--- src/rtl/inst_fetch_queue.sv ---
// Instruction fetch stage: issues cache requests and queues {instruction, PC} pairs for decode.
// Optional JAL next-PC prediction is built when FETCH_JAL_PREDICT_EN is defined.
module inst_fetch_queue #(
    parameter int                ADDR_W   = 32,
    parameter int                INST_W   = 32,
    parameter int                DEPTH    = 4,
    parameter logic [ADDR_W-1:0] RESET_PC = '0
) (
    input  logic                     clk_in,
    input  logic                     rst_n_in,
    input  logic                     rdy_in,
    output logic                     fetch_valid_out,
    output logic [ADDR_W-1:0]        fetch_addr_out,
    input  logic                     resp_valid_in,
    input  logic [INST_W-1:0]        mem_inst_in,
    input  logic                     redirect_in,
    input  logic [ADDR_W-1:0]        redirect_pc_in,
    input  logic                     deq_in,
    output logic                     inst_valid_out,
    output logic [INST_W-1:0]        inst_out,
    output logic [ADDR_W-1:0]        inst_pc_out,
    output logic [$clog2(DEPTH):0]   count_out
);

    localparam int PTR_W = $clog2(DEPTH);
    localparam int CNT_W = PTR_W + 1;

    typedef enum logic [1:0] {
        ST_IDLE    = 2'd0,
        ST_WAIT    = 2'd1,
        ST_DISCARD = 2'd2
    } state_t;

    state_t             state_r;
    logic [ADDR_W-1:0]  pc_r;
    logic               fetch_valid_r;
    logic [ADDR_W-1:0]  fetch_addr_r;
    logic [INST_W-1:0]  inst_mem_r [DEPTH];
    logic [ADDR_W-1:0]  pc_mem_r   [DEPTH];
    logic [PTR_W-1:0]   head_r;
    logic [PTR_W-1:0]   tail_r;
    logic [CNT_W-1:0]   count_r;

    logic               enq_s;
    logic               deq_s;
    logic               flush_s;
    logic [ADDR_W-1:0]  resp_next_pc_s;

`ifdef FETCH_JAL_PREDICT_EN
    // Sign-extended J-type immediate of a JAL word.
    function automatic logic [ADDR_W-1:0] jal_imm_f(input logic [INST_W-1:0] inst);
        return {{(ADDR_W-20){inst[31]}}, inst[19:12], inst[20], inst[30:21], 1'b0};
    endfunction
`endif

    // Next fetch PC after an accepted response.
    always_comb begin
        resp_next_pc_s = fetch_addr_r + ADDR_W'(32'd4);
`ifdef FETCH_JAL_PREDICT_EN
        if (mem_inst_in[6:0] == 7'b1101111) begin
            resp_next_pc_s = fetch_addr_r + jal_imm_f(mem_inst_in);
        end else begin
            resp_next_pc_s = fetch_addr_r + ADDR_W'(32'd4);
        end
`endif
    end

    // FIFO control: redirect flushes and suppresses both enqueue and dequeue.
    always_comb begin
        enq_s   = 1'b0;
        deq_s   = 1'b0;
        flush_s = 1'b0;
        if (rdy_in) begin
            flush_s = redirect_in;
            enq_s   = ~redirect_in & resp_valid_in & (state_r == ST_WAIT);
            deq_s   = ~redirect_in & deq_in & (count_r != '0);
        end else begin
            flush_s = 1'b0;
            enq_s   = 1'b0;
            deq_s   = 1'b0;
        end
    end

    // Fetch request state machine; the cache cannot abort, so a redirected request drains in DISCARD.
    always_ff @(posedge clk_in or negedge rst_n_in) begin
        if (!rst_n_in) begin
            state_r       <= ST_IDLE;
            pc_r          <= RESET_PC;
            fetch_valid_r <= 1'b0;
            fetch_addr_r  <= RESET_PC;
        end else if (rdy_in) begin
            case (state_r)
                ST_IDLE: begin
                    if (redirect_in) begin
                        pc_r <= redirect_pc_in;
                    end else if (count_r < CNT_W'(DEPTH)) begin
                        fetch_valid_r <= 1'b1;
                        fetch_addr_r  <= pc_r;
                        state_r       <= ST_WAIT;
                    end else begin
                        state_r <= ST_IDLE;
                    end
                end
                ST_WAIT: begin
                    if (redirect_in) begin
                        pc_r <= redirect_pc_in;
                        if (resp_valid_in) begin
                            fetch_valid_r <= 1'b0;
                            state_r       <= ST_IDLE;
                        end else begin
                            state_r <= ST_DISCARD;
                        end
                    end else if (resp_valid_in) begin
                        pc_r          <= resp_next_pc_s;
                        fetch_valid_r <= 1'b0;
                        state_r       <= ST_IDLE;
                    end else begin
                        state_r <= ST_WAIT;
                    end
                end
                ST_DISCARD: begin
                    if (redirect_in) begin
                        pc_r <= redirect_pc_in;
                    end else begin
                        pc_r <= pc_r;
                    end
                    if (resp_valid_in) begin
                        fetch_valid_r <= 1'b0;
                        state_r       <= ST_IDLE;
                    end else begin
                        state_r <= ST_DISCARD;
                    end
                end
                default: begin
                    fetch_valid_r <= 1'b0;
                    state_r       <= ST_IDLE;
                end
            endcase
        end else begin
            state_r <= state_r;
        end
    end

    // Circular FIFO storage and occupancy.
    always_ff @(posedge clk_in or negedge rst_n_in) begin
        if (!rst_n_in) begin
            head_r  <= '0;
            tail_r  <= '0;
            count_r <= '0;
            for (int i = 0; i < DEPTH; i++) begin
                inst_mem_r[i] <= '0;
                pc_mem_r[i]   <= '0;
            end
        end else if (flush_s) begin
            head_r  <= '0;
            tail_r  <= '0;
            count_r <= '0;
        end else begin
            if (enq_s) begin
                inst_mem_r[tail_r] <= mem_inst_in;
                pc_mem_r[tail_r]   <= fetch_addr_r;
                tail_r             <= tail_r + PTR_W'(1'b1);
            end else begin
                tail_r <= tail_r;
            end
            if (deq_s) begin
                head_r <= head_r + PTR_W'(1'b1);
            end else begin
                head_r <= head_r;
            end
            case ({enq_s, deq_s})
                2'b10:   count_r <= count_r + CNT_W'(1'b1);
                2'b01:   count_r <= count_r - CNT_W'(1'b1);
                default: count_r <= count_r;
            endcase
        end
    end

    // Head presentation; reads zero while the queue is empty.
    always_comb begin
        if (count_r != '0) begin
            inst_out    = inst_mem_r[head_r];
            inst_pc_out = pc_mem_r[head_r];
        end else begin
            inst_out    = '0;
            inst_pc_out = '0;
        end
    end

    assign fetch_valid_out = fetch_valid_r;
    assign fetch_addr_out  = fetch_addr_r;
    assign inst_valid_out  = (count_r != '0);
    assign count_out       = count_r;

endmodule

--- config.mk ---
export PLATFORM = sky130hd
export DESIGN_NAME = inst_fetch_queue
export DESIGN_NICKNAME = d
export VERILOG_FILES = /design/src/rtl/inst_fetch_queue.sv
export SDC_FILE = /design/constraint.sdc
export NUM_CORES = 1
export LEC_CHECK = 0
export ABC_AREA = 1
export BUFFER_PORTS_ARGS = -buffer_cell sky130_fd_sc_hd__buf_2
export CAP_MARGIN = 20
export CORE_UTILIZATION = 55
export CTS_CLUSTER_DIAMETER = 40
export DETAILED_ROUTE_END_ITERATION = 10
export GPL_ROUTABILITY_DRIVEN = 1
export PLACE_DENSITY_LB_ADDON = 0.05
export REMOVE_ABC_BUFFERS = 1
export SYNTH_ARGS = -nofsm -noshare
export SYNTH_HDL_FRONTEND = slang
export SYNTH_SLANG_ARGS = --single-unit
--- constraint.sdc ---
create_clock -name clk_in -period 4.03 [get_ports clk_in]
set_clock_uncertainty 0.1 [all_clocks]
set_input_delay 0.806 -clock clk_in [delete_from_list [all_inputs] [get_ports clk_in]]
set_output_delay 0.806 -clock clk_in [all_outputs]
set_load 0.03 [all_outputs]
==> results.cfg <==
[cts]
insertion_delay_ps = 550
cts_buffer_depth = 3
cts_tree = built
clk_pin_slew_ps = 50
clockRootBuffer = clkbuf_16
post_cts_resized = 0
clock-sinks = 330
post_cts_buffers = 0
cts.htree.levels = 2
holdBufCountCts = 0
numCtsBuffers = 46

[placed_design]
place.port_buffers = 170
dp_cells = 2414
dp_hpwl_mm = 24.8
place_area_um2 = 16500
routabilityCongestion = 0.933

[grt]
grt_use_total_pct = 29.7
antenna_found_initial = 0
grt_max_degree = 130
grt-ovfl-total = 0
grt_first_pass_wirelength_mm = 67.8
grt_pass1_vias = 13100

[layout]
area_growth_pct = 18.5
drive_gt1_share_pct = 13.5
final_area_um2 = 18200
fin_cells = 2499
nNetsFinal = 2172
diodes = 0

[synthesis]
synth_seq_area_share_pct = 53.9
yosysTopAreaCell = dfrtp_1
ys.flop_type = dfrtp_1
yosys_warnings = 0
ys_async_sr_fraction_pct = 100
ys_top_cells_by_area = dfrtp_1 (54%), o21ai_0 (14%), nand2_1 (11%)
postSynthCellCount = 1970
yosys.cell_types.count = 25
ys_ff_latch = 330
yosysTopAreaCellShare_pct = 53.9
synth_common_cells = nand2_1 (440), o21ai_0 (427), nor2_1 (374), dfrtp_1 (330), inv_1 (105)
yosysMostFrequentCell = nand2_1
syn_area_um2 = 15300
synth_edf_count = 0
syn_avg_cell_area_um2 = 7.78

[setup_path]
endpoint_kind = output port
cp_num_buf_inv = 3
cp_max_fo = 33
reg2reg_depth = 10
crit_slowest_cell = inv_2
critPathMaxStageDelay_ps = 590
path_cells = inv_2 > buf_4 > nor2_1 > o21ai_0 > a21oi_1 > buf_2
critPathKind = register to output port
arrival_ps = 2490
critPathLaunchType = register
crit_family = buffers and inverters
required_ps = 3120
cp_num_cells = 6
rrSetupSlack_ps = 1350

[power_and_ir_drop]
clock_power_share_pct = 31.0
ir_drop_uv = 554
p_int_mw = 8.52
swShare_pct = 38.5
pwr-share-comb_pct = 32.1
seq_power_share_pct = 36.9
power.density_nw_per_um2 = 762
power.leakage_nw = 8.83
switching_power_mw = 5.34

[timing]
layout_min_cycle_time_ps = 3400
max_slew.worst_pin.slew_ps = 888
hold_violations = 0
finalCritPeriodShare_pct = 84.3
setup_viol = 0
tns_ps = 0
maxSlewHeadroom_pct = 40.8
slew_viol_final = 0
fmax_mhz = 294
hold_ws_ps = 223
rsz0062_at_grt = false

[routing]
vias_per_cell = 5.44
route.detailed.drc = 0
routed_wl_mm = 40.9
vias = 13600
drt_iter0_markers = 1353
drt-pass1-iter-count = 5
wl_per_cell_um = 16.4
ant_nets = 0

[floorplan]
die_area_um2 = 28600
dieHeight_um = 169
ioPinCount = 171
rows = 60
initial_utilization_pct = 56.4
core_area_um2 = 27200
die_w_um = 169

[outcome]
status = complete, no violations

[run]
drv_cap = 0

[hold_path]
hold_class = input pin to asynchronous set/reset pin
## routing by layer
metal / share of wire [%] / global-route usage (%) / vias up
li1: - / - / 6600
met1: 46 / 42.5 / 6486
met2: 46 / 47.8 / 460
met3: 6.1 / 4.47 / 54
met4: 1.6 / 6.85 / 0
met5: 0 / 0 / -
## sequential cells by signal, indices dropped and copies added (netlist names)
name and flops:
inst_mem_r 128, pc_mem_r 128, fetch_addr_out 32, pc_r 32, count_out 3, head_r 2, state_r 2, tail_r 2
fetch_valid_out 1
## power groups by stage
| stage | Sequential, mW | Clock, mW | Combinational (mW) |
|---|---|---|---|
| 2_1_floorplan | 5.32 | 0 | 2.70 |
| 3_3_place_gp | 5.11 | 0 | 4.33 |
| 3_5_place_dp | 5.14 | 0 | 4.42 |
| 4_1_cts | 5.10 | 4.33 | 4.46 |
| 5_1_grt | 5.24 | 4.48 | 5.01 |
| 6_report | 5.11 | 4.29 | 4.45 |
## worst paths after layout
check	startpoint	endpoint
hold reg to reg	pc_mem_r[66]	pc_mem_r[66]
max in group asynchronous	rst_n_in	inst_mem_r[19]
min in group clk_in	pc_mem_r[66]	pc_mem_r[66]
setup / recovery	head_r[1]	inst_pc_out[7]
setup reg to reg	state_r[0]	pc_r[13]
hold / removal	rst_n_in	inst_mem_r[74]
## placed cells by master, fill, tap and decap left out, types with 2 or more instances in the layout
master        n
nand2_4       4
nand3_1      41
buf_12       10
clkinv_2      9
clkinv_4      2
inv_6         3
nand4_1       2
buf_4        16
nand2_1     435
buf_2       169
a22oi_1       2
dfrtp_1     328
clkbuf_16    47
inv_2         3
a21oi_1      92
ha_1         10
inv_1       104
nor2_1      374
o22ai_1       2
clkinvlp_4    4
clkbuf_8      7
o21ai_1       4
o21ai_0     427
xor2_1        3
clkbuf_1      5
o211ai_1      5
bufinv_16     8
## cell families (layout without fill, tap and decap cells)
| kind of cell | after synthesis | after routing | share of synthesized area [%] |
|---|---|---|---|
| fa+ha+maj | 11 | 11 | 0.946 |
| xor+xnor | 4 | 4 | 0.229 |
| buf+inv | 231 | 388 | 5.83 |
| compound gates | 535 | 535 | 17.7 |
| flops | 330 | 330 | 53.9 |
| simple gates | 859 | 859 | 21.5 |
## through the flow
stage,power [mW],utilization [%],setup slack [ps]
after global placement,9.44,60.8,1180
final,13.9,66.9,633
after global routing,14.7,66.9,519
after floorplan,8.02,-,-940
after CTS,13.9,66.8,621
after detailed placement,9.56,60.8,1120
## cell type report
cell class	count	area (um2)
Fill cell	2389	9000
Clock buffer	59	1290
Multi-Input combinational cell	1409	6220
Inverter	108	407
Sequential cell	330	8260
Clock inverter	25	354
Timing Repair Buffer	196	1180
Tap cell	372	465
Note: power is estimated with default switching activity, not from simulation.
